$ cat src/rtl/brick_pkg.sv
// Shared constants, types and helpers for the brick hit updater.
// Holds grid geometry, colour codes, FSM encoding and the queued hit payload.
package brick_pkg;

  localparam int unsigned BRICK_W_SHIFT = 4;
  localparam int unsigned BRICK_H_SHIFT = 3;
  localparam int unsigned GRID_COLS     = 20;
  localparam int unsigned GRID_ROWS     = 30;
  localparam int unsigned NUM_BRICKS    = 600;

  localparam int unsigned COORD_W  = 10;
  localparam int unsigned ADDR_W   = 10;
  localparam int unsigned HEALTH_W = 2;
  localparam int unsigned COLOUR_W = 3;
  localparam int unsigned SCORE_W  = 16;
  localparam int unsigned COL_W    = COORD_W - BRICK_W_SHIFT;
  localparam int unsigned ROW_W    = COORD_W - BRICK_H_SHIFT;

  localparam logic [COLOUR_W-1:0] COLOUR_H3 = 3'b100;
  localparam logic [COLOUR_W-1:0] COLOUR_H2 = 3'b110;
  localparam logic [COLOUR_W-1:0] COLOUR_H1 = 3'b010;
  localparam logic [COLOUR_W-1:0] COLOUR_H0 = 3'b000;

  typedef enum logic [2:0] {
    ST_IDLE = 3'd0,
    ST_RD   = 3'd1,
    ST_CHK  = 3'd2,
    ST_WR   = 3'd3,
    ST_DRAW = 3'd4
  } state_t;

  typedef struct packed {
    logic [ADDR_W-1:0] addr;
    logic [COL_W-1:0]  col;
    logic [ROW_W-1:0]  row;
  } hit_entry_t;

  // Pixel coordinates to grid cell and RAM address for a grid 'cols' wide.
  function automatic hit_entry_t decode_hit(input logic [COORD_W-1:0] x,
                                            input logic [COORD_W-1:0] y,
                                            input int unsigned cols);
    hit_entry_t e;
    e.col  = COL_W'(x >> BRICK_W_SHIFT);
    e.row  = ROW_W'(y >> BRICK_H_SHIFT);
    e.addr = ADDR_W'(32'(e.row) * cols + 32'(e.col));
    return e;
  endfunction

  function automatic logic [COLOUR_W-1:0] health_colour(input logic [HEALTH_W-1:0] h);
    case (h)
      2'd3:    return COLOUR_H3;
      2'd2:    return COLOUR_H2;
      2'd1:    return COLOUR_H1;
      default: return COLOUR_H0;
    endcase
  endfunction

endpackage

$ cat src/rtl/brick_hit_updater_if.sv
// Collision-report, health-RAM, VGA-draw and status signals of the hit updater.
// slave is the updater's view, master is the surrounding game logic's view.
interface brick_hit_updater_if;
  import brick_pkg::*;

  logic                hit1_valid;
  logic                hit2_valid;
  logic [COORD_W-1:0]  hit1_x;
  logic [COORD_W-1:0]  hit1_y;
  logic [COORD_W-1:0]  hit2_x;
  logic [COORD_W-1:0]  hit2_y;

  logic [ADDR_W-1:0]   mem_addr;
  logic [HEALTH_W-1:0] mem_rdata;
  logic                mem_we;
  logic [HEALTH_W-1:0] mem_wdata;

  logic                draw_req;
  logic                draw_ack;
  logic [COORD_W-1:0]  draw_x;
  logic [COORD_W-1:0]  draw_y;
  logic [COLOUR_W-1:0] draw_colour;

  logic [SCORE_W-1:0]  score;
  logic [ADDR_W-1:0]   bricks_left;
  logic                level_clear;
  logic                busy;
  logic                overflow;

  modport slave (
    input  hit1_valid, hit2_valid, hit1_x, hit1_y, hit2_x, hit2_y,
    input  mem_rdata, draw_ack,
    output mem_addr, mem_we, mem_wdata,
    output draw_req, draw_x, draw_y, draw_colour,
    output score, bricks_left, level_clear, busy, overflow
  );

  modport master (
    output hit1_valid, hit2_valid, hit1_x, hit1_y, hit2_x, hit2_y,
    output mem_rdata, draw_ack,
    input  mem_addr, mem_we, mem_wdata,
    input  draw_req, draw_x, draw_y, draw_colour,
    input  score, bricks_left, level_clear, busy, overflow
  );

endinterface

$ cat src/rtl/hit_fifo.sv
// Two-entry hit queue with two ordered push ports and one pop port.
// A pop frees its slot in the same cycle, so a full queue that pops can still take one push.
module hit_fifo
  import brick_pkg::*;
(
  input  logic       clk,
  input  logic       resetn,
  input  logic       push0,
  input  hit_entry_t din0,
  input  logic       push1,
  input  hit_entry_t din1,
  input  logic       pop,
  output hit_entry_t head,
  output logic       empty,
  output logic       drop
);

  localparam int unsigned DEPTH = 2;

  hit_entry_t mem_q [DEPTH];
  logic       rd_ptr_q;
  logic [1:0] count_q;
  logic       pop_ok;
  logic       acc0;
  logic       acc1;
  logic [1:0] space;
  logic       wr_ptr0;
  logic       wr_ptr1;

  // push0 always takes the first free slot, push1 the one after it
  always_comb begin
    pop_ok  = pop && (count_q != 2'd0);
    space   = 2'(DEPTH) - count_q + {1'b0, pop_ok};
    acc0    = push0 && (space != 2'd0);
    acc1    = push1 && (space > (acc0 ? 2'd1 : 2'd0));
    drop    = (push0 && !acc0) || (push1 && !acc1);
    wr_ptr0 = rd_ptr_q ^ count_q[0];
    wr_ptr1 = wr_ptr0 ^ acc0;
  end

  always_ff @(posedge clk) begin
    if (!resetn) begin
      rd_ptr_q <= 1'b0;
      count_q  <= 2'd0;
    end else begin
      rd_ptr_q <= rd_ptr_q ^ pop_ok;
      count_q  <= count_q - {1'b0, pop_ok} + {1'b0, acc0} + {1'b0, acc1};
    end
  end

  always_ff @(posedge clk) begin
    if (acc0) mem_q[wr_ptr0] <= din0;
    if (acc1) mem_q[wr_ptr1] <= din1;
  end

  assign head  = mem_q[rd_ptr_q];
  assign empty = (count_q == 2'd0);

endmodule

$ cat src/rtl/brick_hit_updater.sv
// Turns ball/brick collision reports into health-RAM read-modify-writes, redraw
// requests and score/brick-count updates, one queued report at a time.
module brick_hit_updater #(
  parameter int unsigned GRID_COLS  = brick_pkg::GRID_COLS,
  parameter int unsigned GRID_ROWS  = brick_pkg::GRID_ROWS,
  parameter int unsigned NUM_BRICKS = brick_pkg::NUM_BRICKS
) (
  input logic                clk,
  input logic                resetn,
  brick_hit_updater_if.slave bus
);
  import brick_pkg::*;

  hit_entry_t e1;
  hit_entry_t e2;
  logic       ok1;
  logic       ok2;
  logic       push2;
  hit_entry_t head;
  logic       fifo_empty;
  logic       fifo_drop;
  logic       pop;

  state_t              state_q, state_d;
  hit_entry_t          cur_q, cur_d;
  logic [ADDR_W-1:0]   mem_addr_q, mem_addr_d;
  logic                mem_we_q, mem_we_d;
  logic [HEALTH_W-1:0] mem_wdata_q, mem_wdata_d;
  logic                draw_req_q, draw_req_d;
  logic [COORD_W-1:0]  draw_x_q, draw_x_d;
  logic [COORD_W-1:0]  draw_y_q, draw_y_d;
  logic [COLOUR_W-1:0] draw_colour_q, draw_colour_d;
  logic [SCORE_W-1:0]  score_q, score_d;
  logic [ADDR_W-1:0]   bricks_left_q, bricks_left_d;
  logic                overflow_q, overflow_d;

  // Off-grid reports are discarded; a duplicate second report in the same cycle is folded
  always_comb begin
    e1    = decode_hit(bus.hit1_x, bus.hit1_y, GRID_COLS);
    e2    = decode_hit(bus.hit2_x, bus.hit2_y, GRID_COLS);
    ok1   = bus.hit1_valid && (32'(e1.col) < GRID_COLS) && (32'(e1.row) < GRID_ROWS);
    ok2   = bus.hit2_valid && (32'(e2.col) < GRID_COLS) && (32'(e2.row) < GRID_ROWS);
    push2 = ok2 && !(ok1 && (e1.addr == e2.addr));
  end

  hit_fifo u_fifo (
    .clk    (clk),
    .resetn (resetn),
    .push0  (ok1),
    .din0   (e1),
    .push1  (push2),
    .din1   (e2),
    .pop    (pop),
    .head   (head),
    .empty  (fifo_empty),
    .drop   (fifo_drop)
  );

  always_ff @(posedge clk) begin
    if (!resetn) begin
      state_q       <= ST_IDLE;
      cur_q         <= '0;
      mem_addr_q    <= '0;
      mem_we_q      <= 1'b0;
      mem_wdata_q   <= '0;
      draw_req_q    <= 1'b0;
      draw_x_q      <= '0;
      draw_y_q      <= '0;
      draw_colour_q <= '0;
      score_q       <= '0;
      bricks_left_q <= ADDR_W'(NUM_BRICKS);
      overflow_q    <= 1'b0;
    end else begin
      state_q       <= state_d;
      cur_q         <= cur_d;
      mem_addr_q    <= mem_addr_d;
      mem_we_q      <= mem_we_d;
      mem_wdata_q   <= mem_wdata_d;
      draw_req_q    <= draw_req_d;
      draw_x_q      <= draw_x_d;
      draw_y_q      <= draw_y_d;
      draw_colour_q <= draw_colour_d;
      score_q       <= score_d;
      bricks_left_q <= bricks_left_d;
      overflow_q    <= overflow_d;
    end
  end

  // IDLE also starts on a report arriving this cycle so RD follows the report directly
  always_comb begin
    state_d       = state_q;
    cur_d         = cur_q;
    mem_addr_d    = mem_addr_q;
    mem_we_d      = 1'b0;
    mem_wdata_d   = mem_wdata_q;
    draw_req_d    = draw_req_q;
    draw_x_d      = draw_x_q;
    draw_y_d      = draw_y_q;
    draw_colour_d = draw_colour_q;
    score_d       = score_q;
    bricks_left_d = bricks_left_q;
    overflow_d    = overflow_q | fifo_drop;
    pop           = 1'b0;

    case (state_q)
      ST_IDLE: begin
        if (!fifo_empty) begin
          cur_d      = head;
          mem_addr_d = head.addr;
          state_d    = ST_RD;
        end else if (ok1) begin
          cur_d      = e1;
          mem_addr_d = e1.addr;
          state_d    = ST_RD;
        end else if (push2) begin
          cur_d      = e2;
          mem_addr_d = e2.addr;
          state_d    = ST_RD;
        end
      end
      ST_RD: state_d = ST_CHK;
      ST_CHK: begin
        if (bus.mem_rdata == '0) begin
          pop     = 1'b1;
          state_d = ST_IDLE;
        end else begin
          mem_we_d    = 1'b1;
          mem_wdata_d = bus.mem_rdata - HEALTH_W'(1);
          if (bus.mem_rdata == HEALTH_W'(1)) begin
            score_d       = (score_q == '1) ? score_q : score_q + SCORE_W'(1);
            bricks_left_d = (bricks_left_q == '0) ? bricks_left_q : bricks_left_q - ADDR_W'(1);
          end
          state_d = ST_WR;
        end
      end
      ST_WR: begin
        draw_req_d    = 1'b1;
        draw_x_d      = COORD_W'(cur_q.col) << BRICK_W_SHIFT;
        draw_y_d      = COORD_W'(cur_q.row) << BRICK_H_SHIFT;
        draw_colour_d = health_colour(mem_wdata_q);
        state_d       = ST_DRAW;
      end
      ST_DRAW: begin
        if (bus.draw_ack) begin
          pop        = 1'b1;
          draw_req_d = 1'b0;
          state_d    = ST_IDLE;
        end
      end
      default: state_d = ST_IDLE;
    endcase
  end

  assign bus.mem_addr    = mem_addr_q;
  assign bus.mem_we      = mem_we_q;
  assign bus.mem_wdata   = mem_wdata_q;
  assign bus.draw_req    = draw_req_q;
  assign bus.draw_x      = draw_x_q;
  assign bus.draw_y      = draw_y_q;
  assign bus.draw_colour = draw_colour_q;
  assign bus.score       = score_q;
  assign bus.bricks_left = bricks_left_q;
  assign bus.overflow    = overflow_q;
  assign bus.level_clear = (bricks_left_q == '0);
  assign bus.busy        = (state_q != ST_IDLE) || !fifo_empty;

endmodule

$ cat src/flat_wrapper.sv
// flat-port wrapper written by rule: the top's interface ports become plain ports
module brick_hit_updater_flat import brick_pkg::*;
#(
  parameter int unsigned GRID_COLS  = brick_pkg::GRID_COLS,
  parameter int unsigned GRID_ROWS  = brick_pkg::GRID_ROWS,
  parameter int unsigned NUM_BRICKS = brick_pkg::NUM_BRICKS
)
  (clk, resetn, bus_hit1_valid, bus_hit2_valid, bus_hit1_x, bus_hit1_y, bus_hit2_x, bus_hit2_y, bus_mem_rdata, bus_draw_ack, bus_mem_addr, bus_mem_we, bus_mem_wdata, bus_draw_req, bus_draw_x, bus_draw_y, bus_draw_colour, bus_score, bus_bricks_left, bus_level_clear, bus_busy, bus_overflow);
  brick_hit_updater_if bus_i ();
  input logic clk;
  input logic resetn;
  input wire logic [$bits(bus_i.hit1_valid)-1:0] bus_hit1_valid;
  input wire logic [$bits(bus_i.hit2_valid)-1:0] bus_hit2_valid;
  input wire logic [$bits(bus_i.hit1_x)-1:0] bus_hit1_x;
  input wire logic [$bits(bus_i.hit1_y)-1:0] bus_hit1_y;
  input wire logic [$bits(bus_i.hit2_x)-1:0] bus_hit2_x;
  input wire logic [$bits(bus_i.hit2_y)-1:0] bus_hit2_y;
  input wire logic [$bits(bus_i.mem_rdata)-1:0] bus_mem_rdata;
  input wire logic [$bits(bus_i.draw_ack)-1:0] bus_draw_ack;
  output wire logic [$bits(bus_i.mem_addr)-1:0] bus_mem_addr;
  output wire logic [$bits(bus_i.mem_we)-1:0] bus_mem_we;
  output wire logic [$bits(bus_i.mem_wdata)-1:0] bus_mem_wdata;
  output wire logic [$bits(bus_i.draw_req)-1:0] bus_draw_req;
  output wire logic [$bits(bus_i.draw_x)-1:0] bus_draw_x;
  output wire logic [$bits(bus_i.draw_y)-1:0] bus_draw_y;
  output wire logic [$bits(bus_i.draw_colour)-1:0] bus_draw_colour;
  output wire logic [$bits(bus_i.score)-1:0] bus_score;
  output wire logic [$bits(bus_i.bricks_left)-1:0] bus_bricks_left;
  output wire logic [$bits(bus_i.level_clear)-1:0] bus_level_clear;
  output wire logic [$bits(bus_i.busy)-1:0] bus_busy;
  output wire logic [$bits(bus_i.overflow)-1:0] bus_overflow;
  assign bus_i.hit1_valid = bus_hit1_valid;
  assign bus_i.hit2_valid = bus_hit2_valid;
  assign bus_i.hit1_x = bus_hit1_x;
  assign bus_i.hit1_y = bus_hit1_y;
  assign bus_i.hit2_x = bus_hit2_x;
  assign bus_i.hit2_y = bus_hit2_y;
  assign bus_i.mem_rdata = bus_mem_rdata;
  assign bus_i.draw_ack = bus_draw_ack;
  assign bus_mem_addr = bus_i.mem_addr;
  assign bus_mem_we = bus_i.mem_we;
  assign bus_mem_wdata = bus_i.mem_wdata;
  assign bus_draw_req = bus_i.draw_req;
  assign bus_draw_x = bus_i.draw_x;
  assign bus_draw_y = bus_i.draw_y;
  assign bus_draw_colour = bus_i.draw_colour;
  assign bus_score = bus_i.score;
  assign bus_bricks_left = bus_i.bricks_left;
  assign bus_level_clear = bus_i.level_clear;
  assign bus_busy = bus_i.busy;
  assign bus_overflow = bus_i.overflow;
  brick_hit_updater #(.GRID_COLS(GRID_COLS), .GRID_ROWS(GRID_ROWS), .NUM_BRICKS(NUM_BRICKS)) u_core (.clk(clk), .resetn(resetn), .bus(bus_i));
endmodule
$ cat config.mk
export PLATFORM = sky130hd
export DESIGN_NAME = brick_hit_updater_flat
export DESIGN_NICKNAME = d
export VERILOG_FILES = /design/src/rtl/brick_pkg.sv /design/src/rtl/brick_hit_updater_if.sv /design/src/rtl/hit_fifo.sv /design/src/rtl/brick_hit_updater.sv /design/src/flat_wrapper.sv
export SDC_FILE = /design/constraint.sdc
export NUM_CORES = 1
export LEC_CHECK = 0
export ABC_AREA = 0
export CORE_ASPECT_RATIO = 1.25
export CORE_UTILIZATION = 54
export CTS_CLUSTER_SIZE = 14
export DETAILED_ROUTE_END_ITERATION = 10
export HOLD_SLACK_MARGIN = 0.05
export PLACE_DENSITY = 0.81
export REMOVE_ABC_BUFFERS = 1
export SLEW_MARGIN = 5
export SYNTH_ARGS = -nofsm -noshare
export SYNTH_HDL_FRONTEND = slang
export SYNTH_HIERARCHICAL = 1
export SYNTH_SLANG_ARGS = --single-unit
$ cat constraint.sdc
create_clock -name clk -period 6.5 [get_ports clk]
set_input_delay 1.3 -clock clk [delete_from_list [all_inputs] [get_ports clk]]
set_output_delay 1.3 -clock clk [all_outputs]
set_load 0.02 [all_outputs]
==> metrics.yaml, run 1 <==
outcome: "complete, no violations"
start_util_pct: 55.85
start_kind: "primary input"
endpoint_kind: "register"
ys_ff_latch: 122
cts_htree_levels: 4
utilization_pct: 68.87
insertion_delay_ns: 0.41
cts_resized: 0
post-cts-setup-buffers: 0
synthArstFlopShare_pct: 0
die_area_mm2: 0.01315
synthXorXnorAreaFrac_pct: 7.136
min_period_ns: 5.611
crit_fanout: 24
busiest_layer: "met2"
hpwl_um: 11180
yosys.area_share.simple_pct: 15.20
tightest_slew_ns: 1.237
syn-mean-instance-area_um2: 9.907
holdBufCountCts: 0
cts_sinks: 122
ant_nets: 0
hold_class: "reg2reg"
period_share_pct: 86.32
synth-edff-count: 46
routed_wl_um: 16520
grt_use_met3_pct: 4.907
grt.met2_usage_pct: 47.14
synth_warnings: 6
die_height_um: 128.0
numCtsBuffers: 17
drc: 0
grtUsageMet1_pct: 30.09
pre_cts_slack_ns: 0.5857
grt_pass1_vias: 5474
rsz0062_at_grt: "false"
slew_viol_final: 0
gp_congestion: 0.8972
vias: 5460
grt-ovfl-total: 0
die_x_um: 102.8
dr.pass1.iters: 5
syn_inst: 692
root_buffer: "clkbuf_16"
std_cell_rows: 45
synth-compound-area-share_pct: 10.91
antenna_found_initial: 0
synthAdderAreaFrac_pct: 8.396
final_common_cell: "clkdlybuf4s50_1"
synthMuxAreaShare_pct: 11.48
final_net_count: 869
p_leak_uw: 0.003135
seq_area_frac_synth_pct: 42.34
cp.arrival_ns: 5.72
drv_cap: 0
synth_top_family_by_area: "simple AND/OR/NAND/NOR gates"
peakVddDrop_mv: 0.1662
relSlewSlack_pct: 17.39
grt.total_usage_pct: 26.37
ys_types: 57
grt_pass1_wl_um: 26500
io_buffers: 90
cts_tree: "done"
drt-initial-drc-count: 276
drive_gt1_share_pct: 14.90
hold_violations: 0
max_freq_ghz: 0.1782
grt_max_degree: 53
setup_ws_ns: 0.8893
io_pins: 113
syn2layout_area_growth_pct: 23.31
p_per_area_mw_per_mm2: 256.8
fp.coreArea_mm2: 0.01227
finClkSkew_ns: 0.007571
cp.required_ns: 6.61
path_clk_slew_ns: 0.05
synth.cell_area_mm2: 0.006855
setup_viol: 0
antennaDiodeCount: 0
cts_buffer_depth: 2
routedWlPerCell_um: 17.28
post_drt_via_cell_ratio: 5.711
synth_top_flop_cell: "dfxtp_1"
finalSetupTns_ns: 0
critPathKind: "in2reg"
final_cell_mix: "clkdlybuf4s50_1, nand2_1, dfxtp_1"
==> stage by stage <==
step	area (µm²)	total power, µW	hold WS, ns	std cells
CTS	8453	2180	0.4528	956
global placement	7850	1208	0.4386	924
global route	8453	2248	0.4751	956
detailed placement	7850	1223	0.4456	924
floorplan	6676	1106	0.4288	663
finish	8453	2170	0.4507	956
==> power breakdown <==
part	leakage [µW]	switching, µW	internal [µW]	total [µW]
Sequential	0.00103	14.0	826	840
Combinational	0.00182	213	164	377
Clock	0.000289	334	620	954
Total	0.00313	560	1610	2170
==> kinds of logic (layout without fill, tap and decap cells) <==
group	count (synthesis)	count (layout)
other cells	1	8
flops	122	122
fa+ha+maj	43	43
mux	70	70
buf+inv	63	156
compound gates	116	116
xor+xnor	55	55
simple gates	222	222
==> layer usage <==
| metal | share of wire [%] | vias to the layer above |
|---|---|---|
| li1 | - | 2600 |
| met1 | 41 | 2626 |
| met2 | 52 | 204 |
| met3 | 5.3 | 30 |
| met4 | 2.3 | 0 |
| met5 | 0 | - |
==> critical path: stages <==
cell and delay, ns:
clkdlybuf4s50_1 0.65, ha_1 0.30, ha_1 0.24, fa_1 0.41, xor2_1 0.22, nand2_1 0.10
nor4b_1 0.35, xnor2_1 0.25, xnor2_1 0.14, a21oi_1 0.38, nor2b_1 0.33, o21ai_4 0.31
nand2b_1 0.47, buf_12 0.24
==> layout make-up <==
class                   count  area, µm²
well taps                 164      205.2
multi-input cells         514       3675
fillers                   969       3821
inverters                  27      101.3
clock inverters            13      148.9
flip-flops and latches    122       2903
clock buffers              19      454.2
repair buffers             97      965.9
==> state kept, by name (all words and copies together) (netlist names), named ones only <==
register,count
u_core/bus.mem_addr,10
u_core/bus.score,16
u_core/u_fifo/rd_ptr_q,1
u_core/bus.overflow,1
u_core/bus.mem_we,1
u_core/bus.draw_req,1
u_core/bus.mem_wdata,2
u_core/cur_q,13
u_core/bus.draw_y,7
u_core/bus.draw_x,6
u_core/bus.bricks_left,10
u_core/u_fifo/mem_q,46
u_core/state_q,3
u_core/u_fifo/count_q,2
u_core/bus.draw_colour,2
==> final timing paths <==
| check | cells after the start | endpoint | start | slack, ns |
|---|---|---|---|---|
| worst max-delay path | 14 | u_core/u_fifo/mem_q[0][16] | bus_hit2_y[4] | 0.89 |
| worst min-delay path | 2 | u_core/bus.draw_x[9] | u_core/cur_q[12] | 0.45 |
| worst max register to register | 14 | u_core/u_fifo/mem_q[1][10] | u_core/state_q[1] | 2.17 |
| worst min register to register | 2 | u_core/bus.draw_x[9] | u_core/cur_q[12] | 0.45 |
==> synth_stat cells, drive strengths merged (10+ instances only) <==
master,count,area [µm²]
a211oi,12,90.09
a21oi,51,255.2
a311oi,12,105.1
buf,17,133.9
clkbuf,19,71.32
dfxtp,76,1521
edfxtp,46,1381
ha,38,475.5
inv,27,101.3
mux2,69,777.0
nand2,83,316.6
nand3,12,60.06
nor2,70,265.3
nor3,10,61.31
o21ai,24,131.4
xnor2,29,261.5
xor2,26,227.7
(Power assumes the default switching activity.)
==> run 2, diff against run 1 <==
--- a/config.mk
+++ b/config.mk
@@ -8,9 +8,9 @@
 export ABC_AREA = 0
 export CORE_ASPECT_RATIO = 1.25
-export CORE_UTILIZATION = 54
+export CORE_UTILIZATION = 44
 export CTS_CLUSTER_SIZE = 14
 export DETAILED_ROUTE_END_ITERATION = 10
 export HOLD_SLACK_MARGIN = 0.05
-export PLACE_DENSITY = 0.81
+export PLACE_DENSITY = 0.68
 export REMOVE_ABC_BUFFERS = 1
 export SLEW_MARGIN = 5
==> constraint.sdc (replaced) <==
create_clock -name clk -period 6.5 [get_ports clk]
set_input_delay 0.65 -clock clk [delete_from_list [all_inputs] [get_ports clk]]
set_output_delay 0.65 -clock clk [all_outputs]
set_load 0.02 [all_outputs]
==> run 2 against run 1 <==
  * Combinational power is 1% lower
  * Wire length decreased by 0.51%
  * Register-to-register slack better by 0.25 ns
  * Maximum frequency up 20%
  * Critical path type unchanged
==> metrics.yaml, run 2 (synthesis gave the netlist of run 1 again) <==
outcome: "complete, no violations"
holdBufCountCts: 0  # unchanged
syn2layout_area_growth_pct: 23.34  # about the same
p_per_area_mw_per_mm2: 247.4  # -3.6%
regMostFlops: "u_core/u_fifo/mem_q"
finalInstanceArea_mm2: 0.008456  # about the same
reg2reg_to: "u_core/u_fifo/mem_q[1][5]"
peakVddDrop_mv: 0.1642  # -1.2%
placed_area_mm2: 0.007893  # +0.54%
startpoint: "bus_hit2_y[4]"
path_clk_slew_ns: 0.05  # about the same
cpPeakStageDelay_ns: 0.64  # about the same
p_seq_share_pct: 40.2  # +1.5 points
fp.coreArea_mm2: 0.01508  # +23%
grt_pass1_vias: 5499  # +0.46%
start_kind: "primary input"
pre_cts_slack_ns: 1.391  # +0.8050 ns
path_buf_inv: 2  # unchanged
insertion_delay_ns: 0.42  # about the same
root_buffer: "clkbuf_16"
internal_power_uw: 1546  # -4.0%
hpwl_um: 11250  # +0.60%
drt-initial-drc-count: 282  # +2.2%
p_leak_uw: 0.003131  # -0.11%
numCtsBuffers: 17  # unchanged
power_switching_uw: 546.2  # -2.5%
drive_gt1_share_pct: 15.03  # +0.13 points
hold_class: "reg2reg"
final_net_count: 869  # unchanged
die_x_um: 113.6  # +11%
dr.pass1.iters: 6  # +1
swShare_pct: 26.11  # +0.30 points
finClkSkew_ns: 0.004218  # -0.003353 ns
antenna_found_initial: 0  # unchanged
cts_resized: 0  # unchanged
endpoint_kind: "register"
setup_viol: 0  # unchanged
drc: 0  # unchanged
cp.required_ns: 6.57  # -0.04 ns
std_cell_rows: 50  # +11%
tightest_slew_ns: 1.228  # -0.009595 ns
grt_max_degree: 57  # +7.5%
utilization_pct: 56.08  # -13 points
routed_wl_um: 16440  # -0.51%
p_comb_share_pct: 17.8  # +0.4 points
cpLargestDelayFamily: "buffers and inverters"
grt_pass1_wl_um: 27150  # +2.5%
vias: 5358  # -1.9%
place_inst: 968  # +4.8%
cts_buffer_depth: 2  # unchanged
r2r_start: "u_core/state_q[1]"
worst-r2r-cell-count: 14  # unchanged
final_common_cell: "clkdlybuf4s50_1"
slew_viol_final: 0  # unchanged
cp.arrival_ns: 4.77  # -0.95 ns
cp.depth: 14  # unchanged
grt-ovfl-total: 0  # unchanged
min_period_ns: 4.695  # -0.9157 ns
io_buffers: 90  # unchanged
clkPwrFrac_pct: 42.1  # -1.8 points
drv_cap: 0  # unchanged
crit_chain: "clkdlybuf4s50_1, ha_1, ha_1, fa_1, xor2_1, nand2_1, nor4b_1, xnor2_1, xnor2_1, a21oi_1, nor2b_1, o21ai_4, nand2b_1, buf_4"
cts_sinks: 122  # unchanged
period_share_pct: 72.23  # -14 points
min_from: "u_core/bus.draw_x[8]"
finalSetupTns_ns: 0  # unchanged
post_drt_via_cell_ratio: 5.358  # -6.2%
critPathKind: "in2reg"
relSlewSlack_pct: 18.15  # +0.75 points
crit_path_end: "u_core/u_fifo/mem_q[0][2]"
fin_cells: 1000  # +4.6%
io_pins: 113  # unchanged
setup_ws_ns: 1.805  # +0.9157 ns
gp_congestion: 0.8249  # -8.1%
final_cell_mix: "clkdlybuf4s50_1, nand2_1, dfxtp_1"
ant_nets: 0  # unchanged
start_util_pct: 45.47  # -10 points
hold_violations: 0  # unchanged
reg2reg_slack_ns: 2.42  # +0.25 ns
max_freq_ghz: 0.2130  # +20%
nFillCells: 1343  # +39%
cp_slowest_cell: "clkdlybuf4s50_1"
post-cts-setup-buffers: 0  # unchanged
antennaDiodeCount: 0  # unchanged
crit_fanout: 24  # unchanged
cts_htree_levels: 4  # unchanged
cts_tree: "done"
routedWlPerCell_um: 16.44  # -4.9%
grt.total_usage_pct: 21.90  # -4.5 points
die_height_um: 141.6  # +11%
largest_reg_flops: 46  # unchanged
die_area_mm2: 0.01609  # +22%
rsz0062_at_grt: "false"
==> run 2: cell types whose count changed in the layout (fill, tap and decap cells not counted), moves of 2 or more <==
cell / change
clkinvlp_4: -3
clkinv_2: +2
clkinv_1: -2
clkbuf_8: +5
bufinv_16: -3
==> run 2: final cells by class <==
type / count / area (µm²) / area share (%)
clock buffers: 25 / 526.8 / 6.230
clock inverters: 7 / 36.28 / 0.4291
inverters: 27 / 101.3 / 1.199
multi-input cells: 514 / 3675 / 43.46
flip-flops and latches: 122 / 2903 / 34.33
well taps: 208 / 260.3 / 3.078
repair buffers: 97 / 953.4 / 11.28
==> run 2: stage by stage <==
stage,power (µW),hold WS [ns]
CTS,2109,0.4559
global placement,1213,0.4401
global route,2189,0.4802
finish,2092,0.4520
floorplan,1106,0.4288
detailed placement,1224,0.4480
==> run 2: power groups by stage <==
stage	sequential (µW)	combinational, µW	clock, µW
final	840	372	880
after global routing	843	412	934
after CTS	840	372	897
after detailed placement	856	369	0
after global placement	855	358	0
after floorplan	862	244	0
==> run 2: routing by layer <==
metal,share of wire (%),GRT usage (%)
met5,0,0
met4,2.5,9.141
met3,5.3,5.425
met2,51,39.44
met1,41,24.41
==> run 2: how the worst min path moves through the flow <==
stage	endpoint	slack [ns]	depth (start not counted)
after floorplan	u_core/bus.draw_x[4]	0.43	2
after global placement	u_core/bus.draw_x[5]	0.44	2
after detailed placement	u_core/bus.draw_x[5]	0.45	2
after CTS	u_core/bus.draw_x[8]	0.46	2
after global routing	u_core/bus.draw_x[8]	0.48	2
final	u_core/bus.draw_x[8]	0.45	2
==> run 2: worst min-delay path: stages (launching register included) <==
cell     delay [ns]
dfxtp_1        0.30
nand2_1        0.05
a21oi_1        0.05
